<file path="src/rtl/sap_pkg.sv">
// sap_pkg: shared definitions for the SAP computer datapath.
//   - SAP opcode constants and the canonical NOP instruction word
//   - fetch-stage state encoding
//   - default address/data widths and fetch acknowledge timeout
package sap_pkg;

  localparam int unsigned SAP_ADDR_W      = 4;
  localparam int unsigned SAP_DATA_W      = 8;
  localparam int unsigned SAP_ACK_TIMEOUT = 15;

  localparam logic [3:0] OP_LDA  = 4'b0000;
  localparam logic [3:0] OP_STA  = 4'b0001;
  localparam logic [3:0] OP_ADD  = 4'b0010;
  localparam logic [3:0] OP_SUB  = 4'b0011;
  localparam logic [3:0] OP_INCA = 4'b0100;
  localparam logic [3:0] OP_DECR = 4'b0101;
  localparam logic [3:0] OP_JMPZ = 4'b0110;
  localparam logic [3:0] OP_NOP  = 4'b0111;
  localparam logic [3:0] OP_HLT  = 4'b1111;

  localparam logic [7:0] SAP_NOP_INSTR = {OP_NOP, 4'h0};

  typedef enum logic [1:0] {
    ST_IDLE = 2'd0,
    ST_REQ  = 2'd1,
    ST_DONE = 2'd2,
    ST_HALT = 2'd3
  } fetch_state_e;

endpackage

</file>
<file path="src/rtl/sap_pc.sv">
// sap_pc: program counter for the SAP fetch stage.
//   clk        in   system clock
//   rst_n      in   asynchronous active-low reset (PC -> 0)
//   load_i     in   load PC from load_val_i (has priority over inc_i)
//   load_val_i in   ADDR_W load value
//   inc_i      in   increment PC, wrapping modulo 2^ADDR_W
//   pc_o       out  ADDR_W current PC
module sap_pc
  import sap_pkg::*;
#(
  parameter int unsigned ADDR_W = SAP_ADDR_W
) (
  input  logic              clk,
  input  logic              rst_n,
  input  logic              load_i,
  input  logic [ADDR_W-1:0] load_val_i,
  input  logic              inc_i,
  output logic [ADDR_W-1:0] pc_o
);

  logic [ADDR_W-1:0] pc_q, pc_d;

  always_comb begin
    pc_d = pc_q;
    if (load_i) begin
      pc_d = load_val_i;
    end else if (inc_i) begin
      pc_d = pc_q + 1'b1;
    end
  end

  always_ff @(posedge clk or negedge rst_n) begin
    if (!rst_n) begin
      pc_q <= '0;
    end else begin
      pc_q <= pc_d;
    end
  end

  assign pc_o = pc_q;

endmodule

</file>
<file path="src/rtl/sap_fetch_unit.sv">
// sap_fetch_unit: instruction fetch stage of the SAP computer.
// Holds PC and IR and runs a req/ack fetch from program memory on request
// from the control unit.
//   clk          in   system clock
//   rst          in   asynchronous active-low reset
//   fetch_start  in   fetch next instruction (sampled in IDLE)
//   jump_en      in   load PC from jump_addr (sampled in IDLE)
//   jump_addr    in   jump target
//   halt         in   enter HALT (sampled in IDLE)
//   mem_req      out  memory fetch request
//   mem_addr     out  fetch address, stable while mem_req
//   mem_ack      in   mem_rdata valid this cycle
//   mem_rdata    in   instruction word
//   opcode       out  IR[7:4]
//   operand      out  IR[3:0]
//   instr_valid  out  one-cycle pulse after IR load
//   pc           out  current PC
//   busy         out  high in REQ and DONE
//   fetch_err    out  sticky ack-timeout flag, cleared by the next fetch
//   halted       out  high in HALT
module sap_fetch_unit
  import sap_pkg::*;
#(
  parameter int unsigned ADDR_W      = SAP_ADDR_W,
  parameter int unsigned DATA_W      = SAP_DATA_W,
  parameter int unsigned ACK_TIMEOUT = SAP_ACK_TIMEOUT
) (
  input  logic              clk,
  input  logic              rst,
  input  logic              fetch_start,
  input  logic              jump_en,
  input  logic [ADDR_W-1:0] jump_addr,
  input  logic              halt,
  output logic              mem_req,
  output logic [ADDR_W-1:0] mem_addr,
  input  logic              mem_ack,
  input  logic [DATA_W-1:0] mem_rdata,
  output logic [3:0]        opcode,
  output logic [3:0]        operand,
  output logic              instr_valid,
  output logic [ADDR_W-1:0] pc,
  output logic              busy,
  output logic              fetch_err,
  output logic              halted
);

  localparam int unsigned CNT_W = $clog2(ACK_TIMEOUT + 1);
  localparam logic [CNT_W-1:0] CNT_LAST = CNT_W'(ACK_TIMEOUT - 1);

  fetch_state_e      state_q, state_d;
  logic [ADDR_W-1:0] mem_addr_q, mem_addr_d;
  logic [DATA_W-1:0] ir_q, ir_d;
  logic [CNT_W-1:0]  cnt_q, cnt_d;
  logic              err_q, err_d;
  logic              pc_load, pc_inc;
  logic [ADDR_W-1:0] pc_w;

  sap_pc #(
    .ADDR_W(ADDR_W)
  ) u_pc (
    .clk        (clk),
    .rst_n      (rst),
    .load_i     (pc_load),
    .load_val_i (jump_addr),
    .inc_i      (pc_inc),
    .pc_o       (pc_w)
  );

  always_comb begin
    state_d    = state_q;
    mem_addr_d = mem_addr_q;
    ir_d       = ir_q;
    cnt_d      = cnt_q;
    err_d      = err_q;
    pc_load    = 1'b0;
    pc_inc     = 1'b0;
    unique case (state_q)
      ST_IDLE: begin
        if (halt) begin
          state_d = ST_HALT;
        end else if (jump_en) begin
          pc_load = 1'b1;
          if (fetch_start) begin
            mem_addr_d = jump_addr;
            err_d      = 1'b0;
            cnt_d      = '0;
            state_d    = ST_REQ;
          end
        end else if (fetch_start) begin
          mem_addr_d = pc_w;
          err_d      = 1'b0;
          cnt_d      = '0;
          state_d    = ST_REQ;
        end
      end
      ST_REQ: begin
        if (mem_ack) begin
          ir_d    = mem_rdata;
          // PC always equals mem_addr throughout REQ, so incrementing the
          // PC yields mem_addr+1.
          pc_inc  = 1'b1;
          state_d = ST_DONE;
        end else if (cnt_q == CNT_LAST) begin
          err_d   = 1'b1;
          ir_d    = DATA_W'(SAP_NOP_INSTR);
          state_d = ST_IDLE;
        end else begin
          cnt_d = cnt_q + 1'b1;
        end
      end
      ST_DONE: state_d = ST_IDLE;
      ST_HALT: state_d = ST_HALT;
      default: state_d = ST_IDLE;
    endcase
  end

  always_ff @(posedge clk or negedge rst) begin
    if (!rst) begin
      state_q    <= ST_IDLE;
      mem_addr_q <= '0;
      ir_q       <= DATA_W'(SAP_NOP_INSTR);
      cnt_q      <= '0;
      err_q      <= 1'b0;
    end else begin
      state_q    <= state_d;
      mem_addr_q <= mem_addr_d;
      ir_q       <= ir_d;
      cnt_q      <= cnt_d;
      err_q      <= err_d;
    end
  end

  // Status outputs decode the state register directly, so reset clears
  // them asynchronously.
  assign mem_req     = (state_q == ST_REQ);
  assign busy        = (state_q == ST_REQ) || (state_q == ST_DONE);
  assign instr_valid = (state_q == ST_DONE);
  assign halted      = (state_q == ST_HALT);
  assign mem_addr    = mem_addr_q;
  assign opcode      = ir_q[DATA_W-1 -: 4];
  assign operand     = ir_q[3:0];
  assign pc          = pc_w;
  assign fetch_err   = err_q;

endmodule

</file>
<file path="config.mk">
export PLATFORM = sky130hd
export DESIGN_NAME = sap_fetch_unit
export DESIGN_NICKNAME = d
export VERILOG_FILES = /design/src/rtl/sap_pkg.sv /design/src/rtl/sap_pc.sv /design/src/rtl/sap_fetch_unit.sv
export SDC_FILE = /design/constraint.sdc
export NUM_CORES = 1
export LEC_CHECK = 0
export ABC_AREA = 1
export CAP_MARGIN = 20
export CORE_UTILIZATION = 49
export CTS_BUF_LIST = sky130_fd_sc_hd__clkbuf_4
export DETAILED_ROUTE_END_ITERATION = 8
export PLACE_DENSITY_LB_ADDON = 0.15
export SETUP_SLACK_MARGIN = 0.15
export SYNTH_ARGS = -nofsm -noshare
export SYNTH_HDL_FRONTEND = slang
export SYNTH_SLANG_ARGS = --single-unit
</file>
<file path="constraint.sdc">
create_clock -name clk -period 1.5 [get_ports clk]
set_input_delay 0.225 -clock clk [delete_from_list [all_inputs] [get_ports clk]]
set_output_delay 0.225 -clock clk [all_outputs]
set_load 0.03 [all_outputs]
</file>
==> impl_metrics.env, run 1 <==
export IMPL_status="completed"
export IMPL_yosys_warnings=0
export IMPL_path_class="reg -> out"
export IMPL_reg2reg_from="state_q[1]$_DFFE_PN0P_"
export IMPL_yosys_top_cells_area="dfrtp_1 (37%), nand2_1 (16%), ha_1 (7.5%), dfstp_2 (5.9%), inv_1 (5.1%)"
export IMPL_synth_top_area_cell="dfrtp_1"
export IMPL_power_density_mw_per_mm2=2102
export IMPL_timing_final_crit_share_pct=99.43
export IMPL_num_vias=1430
export IMPL_rsz0062_at_grt="true"
export IMPL_drive_above_1_share_pct=33.93
export IMPL_cts_sinks=23
export IMPL_path_clk_slew_ns=0.13
export IMPL_post_place_ws_ns=0.03574
export IMPL_stdcell_area_mm2=0.002031
export IMPL_path_max_fanout=2
export IMPL_fin_ws_ns=0.008517
export IMPL_core_mm2=0.002522
export IMPL_ys_ff_latch=23
export IMPL_syn2layout_area_growth_pct=51.82
export IMPL_syn_area_per_cell_um2=7.962
export IMPL_dpl_cell_area_mm2=0.001784
export IMPL_tightest_slew_ns=0.4283
export IMPL_remaining_drc_errors=0
export IMPL_synthCells=168
export IMPL_synth_top_area_share_pct=37.42
export IMPL_die_w_um=54.25
export IMPL_wl_um=4034
export IMPL_seq_area_frac_synth_pct=43.31
export IMPL_synth_area_mm2=0.001338
export IMPL_dieArea_mm2=0.002943
export IMPL_yosysMostFrequentCell="nand2_1"
export IMPL_end_kind="output port"
export IMPL_vdd_drop_max_mv=1.673
export IMPL_reg2regPathDepth=11
export IMPL_hold_class="in -> async"
export IMPL_relSlewSlack_pct=71.36
export IMPL_htreeDepth=1
export IMPL_die_h_um=54.25
export IMPL_startpoint="state_q[0]$_DFFE_PN0P_"
export IMPL_grt_overflow=0
export IMPL_setup_tns_final_ns=0
export IMPL_grt_pass1_vias=1219
export IMPL_grt_antenna_before_repair=0
export IMPL_timing_rr_end="fetch_err$_DFFE_PN0P_"
export IMPL_grt_usage_pct=25.70
export IMPL_crit_required_ns=1.27
export IMPL_async_reset_ff_share_pct=100.0
export IMPL_start_kind="register"
export IMPL_port_buffer_count=38
export IMPL_diodes=0
export IMPL_synth_nets=194
export IMPL_cts_buffer_depth=2
export IMPL_cp_endpoint="busy"
export IMPL_place_gp_congestion=0.8483
export IMPL_dr_pass1_iters=4
export IMPL_ctsHoldBuffers=0
export IMPL_finalNetCount=251
export IMPL_cts_buffers=3
export IMPL_via_per_inst=5.630
export IMPL_cap_violations=0
export IMPL_cts_tree="done"
export IMPL_hold_viol=0
export IMPL_setup_viol=0
export IMPL_grt_pass1_wl_um=5285
export IMPL_layout_min_cycle_time_ns=1.491
export IMPL_whs_ns=0.2372
export IMPL_ys_flop_type="dfrtp_1"
export IMPL_drtIter0Drc=26
export IMPL_r2r_slack_ns=0.04
export IMPL_crit_arrival_ns=1.27
export IMPL_pin_count=39
export IMPL_wl_per_cell_um=15.88
export IMPL_grt_max_degree=24
export IMPL_multiInputGateArea_um2=823.3
export IMPL_synth_edf_count=0
export IMPL_ant_nets=0
export IMPL_register_area_um2=579.3
export IMPL_cts_root_buf="clkbuf_4"
export IMPL_fin_worst_skew_ns=0.001174
export IMPL_rows=18
export IMPL_yosysUniqueCellTypes=24
export IMPL_yosys_top_cells_count="nand2_1 (57), dfrtp_1 (20), inv_1 (18)"
export IMPL_clk_insertion_delay_late_ns=0.32
export IMPL_max_freq_mhz=670.5
export IMPL_dp_hpwl_um=2266
export IMPL_fillers=154
export IMPL_cellLeakagePower_nw=1.024
export IMPL_initial_core_util_pct=53.03
export IMPL_drv_slew=0
-- cell type report --
| class | instances | share of cell area (%) |
|---|---|---|
| multi-input cells | 122 | 40.54 |
| flip-flops and latches | 23 | 28.53 |
| repair buffers | 53 | 23.41 |
| inverters | 22 | 4.313 |
| well taps | 30 | 1.848 |
| clock buffers | 3 | 1.109 |
| clock inverters | 1 | 0.2465 |
-- per-layer routing --
layer	global-route usage [%]	share of wire (%)
met1	30.00	39
met5	0	0
met4	12.82	4.7
met2	44.92	49
met3	4.444	6.9
-- worst min-delay path by stage --
stage,cells past startpoint,from,endpoint
2_1_floorplan,0,rst,cnt_q[0]$_DFFE_PN0P_
3_3_place_gp,2,ir_q[7]$_DFFE_PN0P_,ir_q[7]$_DFFE_PN0P_
3_5_place_dp,2,ir_q[4]$_DFFE_PN1P_,ir_q[4]$_DFFE_PN1P_
4_1_cts,2,rst,cnt_q[1]$_DFFE_PN0P_
5_1_grt,2,rst,cnt_q[1]$_DFFE_PN0P_
6_report,2,rst,mem_addr[1]$_DFFE_PN0P_
-- registers in the layout, indices dropped and copies added, names as in the netlist --
signal	count
cnt_q	4
fetch_err	1
ir_q	8
mem_addr	4
state_q	2
u_pc.pc_o	4
-- per-stage QoR --
| step | cells | power (W) | utilization (%) |
|---|---|---|---|
| after floorplan | 168 | 0.002560 | - |
| after global placement | 241 | 0.003309 | 70.73 |
| after detailed placement | 241 | 0.003367 | 70.73 |
| after CTS | 248 | 0.003817 | 75.35 |
| after global routing | 254 | 0.004523 | 80.51 |
| final | 254 | 0.004268 | 80.51 |
-- worst max-delay path, stage by stage (launching register included) --
cell,delay [ns]
dfrtp_1,0.45
inv_2,0.10
ha_4,0.28
buf_6,0.12
-- what timing repair did --
| item | in CTS | in global routing |
|---|---|---|
| buffers inserted | 3 | 5 |
| endpoints found under the setup margin | 36 | 37 |
| pin swaps | 2 | 8 |
| resized for setup | 47 | 52 |
| gates cloned | 0 | 1 |
-- cells by family (layout without fill, tap and decap cells) --
kind of cell / after synthesis / in the layout / synth area share (%)
xor gates and xnor gates: 2 / 2 / 1.310
buffers and inverters: 24 / 79 / 7.389
DFF: 23 / 23 / 43.31
adders and majority gates: 8 / 8 / 7.484
and+or+nand+nor: 98 / 99 / 34.42
AOI/OAI and AO/OA: 13 / 13 / 6.080
-- placed cells by master, fill, tap and decap left out, types with 3 or more instances in the layout --
cell type	netlist	layout
dfstp_2	3	3
buf_4	0	10
nand3_1	11	7
nand3_2	1	6
dfrtp_1	20	20
nand4_1	4	4
buf_6	1	8
clkbuf_4	0	3
nand2_1	57	50
ha_4	0	5
inv_2	4	7
nor2_1	16	14
buf_2	1	3
nand2_4	2	3
clkdlybuf4s50_1	0	17
clkbuf_2	0	7
nand2_2	1	6
a21oi_1	4	4
nor2_4	1	4
inv_1	18	14
clkdlybuf4s15_1	0	7
-- where the power goes --
| part | switching [W] | internal, W |
|---|---|---|
| Clock | 0.000208 | 0.000100 |
| Sequential | 0.000177 | 0.000894 |
| Combinational | 0.00174 | 0.00115 |
Note: power is estimated with default switching activity, not from simulation.
==> run 2: changes to the inputs <==
==> constraint.sdc (replaced) <==
create_clock -name clk -period 1.6 [get_ports clk]
set_input_delay 0.24 -clock clk [delete_from_list [all_inputs] [get_ports clk]]
set_output_delay 0.24 -clock clk [all_outputs]
set_load 0.03 [all_outputs]
==> run 2 against run 1 <==
Net effect:
- via count decreased by 14%
- clock power is 12% lower
- cell count shrank 1.2%
- largest power group unchanged
- critical path type unchanged
- flip-flop and latch count did not move
- largest cell class unchanged
- utilization decreased by 4.8 points
- sequential share of layout area grew 1.9 points
- highest routed layer unchanged
==> impl_metrics.env, run 2 (same netlist as run 1, synthesis figures left out) <==
export IMPL_status="completed"
export IMPL_port_buffer_count=38
export IMPL_setup_viol=0
export IMPL_drtIter0Drc=18
export IMPL_grt_usage_pct=21.85
export IMPL_power_density_mw_per_mm2=1890
export IMPL_fin_worst_skew_ns=0.002826
export IMPL_relSlewSlack_pct=77.45
export IMPL_dp_hpwl_um=2259
export IMPL_remaining_drc_errors=0
export IMPL_cellLeakagePower_nw=1.024
export IMPL_reg2regPathDepth=7
export IMPL_syn2layout_area_growth_pct=42.84
export IMPL_final_cells=251
export IMPL_finalNetCount=248
export IMPL_grt_max_degree=24
export IMPL_cts_root_buf="clkbuf_4"
export IMPL_cts_sinks=23
export IMPL_cap_violations=0
export IMPL_htreeDepth=1
export IMPL_cts_buffers=3
export IMPL_layout_min_cycle_time_ns=1.459
export IMPL_start_kind="register"
export IMPL_place_gp_congestion=0.8057
export IMPL_path_max_fanout=3
export IMPL_grt_overflow=0
export IMPL_diodes=0
export IMPL_crit_arrival_ns=1.22
export IMPL_hold_class="in -> async"
export IMPL_cts_tree="done"
export IMPL_core_mm2=0.002522
export IMPL_path_clk_slew_ns=0.13
export IMPL_layout_common_cells="nand2_1 (56), dfrtp_1 (18), clkdlybuf4s50_1 (17)"
export IMPL_hold_viol=0
export IMPL_timing_final_crit_share_pct=91.19
export IMPL_vdd_drop_max_mv=1.577
export IMPL_clk_insertion_delay_late_ns=0.31
export IMPL_die_h_um=54.25
export IMPL_ant_nets=0
export IMPL_dieArea_mm2=0.002943
export IMPL_layout_commonest_cell="nand2_1"
export IMPL_largest_reg_flops=8
export IMPL_die_w_um=54.25
export IMPL_grt_pass1_wl_um=4533
export IMPL_wl_um=3225
export IMPL_end_kind="output port"
export IMPL_place_inst=237
export IMPL_top_register="ir_q"
export IMPL_wl_per_cell_um=12.85
export IMPL_stdcell_area_mm2=0.001911
export IMPL_drive_above_1_share_pct=23.53
export IMPL_initial_core_util_pct=53.03
export IMPL_tightest_slew_ns=0.3370
export IMPL_drv_slew=0
export IMPL_via_per_inst=4.924
export IMPL_num_vias=1236
export IMPL_dr_pass1_iters=4
export IMPL_cts_buffer_depth=2
export IMPL_rsz0062_at_grt="true"
export IMPL_dpl_cell_area_mm2=0.001754
export IMPL_path_class="reg -> out"
export IMPL_setup_tns_final_ns=0
export IMPL_max_freq_mhz=685.4
export IMPL_grt_pass1_vias=1028
export IMPL_grt_antenna_before_repair=0
export IMPL_pin_count=39
export IMPL_crit_required_ns=1.36
export IMPL_rows=18
-- run 2: cell count changes in the layout (fill, tap and decap cells not counted), sizes merged --
cell	before	now
clkbuf	10	5
dlygate4sd2	0	12
clkdlybuf4s15	7	3
nand3	15	14
buf	22	17
-- run 2: layout make-up --
cell class,instances,area (um2)
Clock inverter,1,5.005
Fill cell,201,611.8
Tap cell,30,37.54
Multi-Input combinational cell,121,711.9
Clock buffer,3,22.52
Sequential cell,23,581.8
Inverter,22,82.58
Timing Repair Buffer,51,469.2
-- run 2: final timing paths --
path | endpoint | startpoint | slack (ns)
min in group clk | ir_q[0]$_DFFE_PN0P_ | mem_rdata[0] | 0.45
hold / removal | u_pc.pc_o[3]$_DFFE_PN0P_ | rst | 0.26
setup reg to reg | state_q[0]$_DFFE_PN0P_ | state_q[1]$_DFFE_PN0P_ | 0.15
setup / recovery | busy | state_q[1]$_DFFE_PN0P_ | 0.14
max in group asynchronous | ir_q[6]$_DFFE_PN1P_ | rst | 1.05
hold reg to reg | ir_q[4]$_DFFE_PN1P_ | ir_q[4]$_DFFE_PN1P_ | 0.47
-- run 2: report_power, final --
| group | internal (W) | leakage [nW] | switching [W] | total [W] |
|---|---|---|---|---|
| sequential | 0.000842 | 0.283 | 0.000180 | 0.00102 |
| clock | 0.0000935 | 0.0177 | 0.000177 | 0.000271 |
| combinational | 0.000938 | 0.723 | 0.00138 | 0.00232 |
| total | 0.00187 | 1.02 | 0.00174 | 0.00361 |
-- run 2: critical path, stage by stage, from the launching register on --
cell	delay [ns]
dfrtp_1	0.43
inv_2	0.12
ha_4	0.22
buf_6	0.13
-- run 2: routing by layer --
metal,global-route usage (%),vias to the layer above,routed length [um]
li1,-,636,-
met3,2.500,8,127
met4,8.974,0,63
met2,35.98,30,1584
met5,0,-,0
met1,28.97,562,1449
-- run 2: through the flow --
stage | total power, W | hold WS (ns) | setup WS, ns | utilization, %
after floorplan | 0.002394 | -0.05559 | 0.2397 | -
after global placement | 0.003032 | 0.4507 | 0.1293 | 69.54
after detailed placement | 0.003099 | 0.4581 | 0.07372 | 69.54
after CTS | 0.003291 | 0.2666 | 0.02173 | 70.78
after global routing | 0.003870 | 0.2943 | 0.05023 | 75.74
final | 0.003611 | 0.2623 | 0.1410 | 75.74
-- run 2: timing repair --
item,in CTS,in global routing
gates resized for setup,26,27
setup buffers,2,8
hold endpoints to repair,0,0
pin swaps,0,4
hold buffers,0,0
setup endpoints to repair,29,24
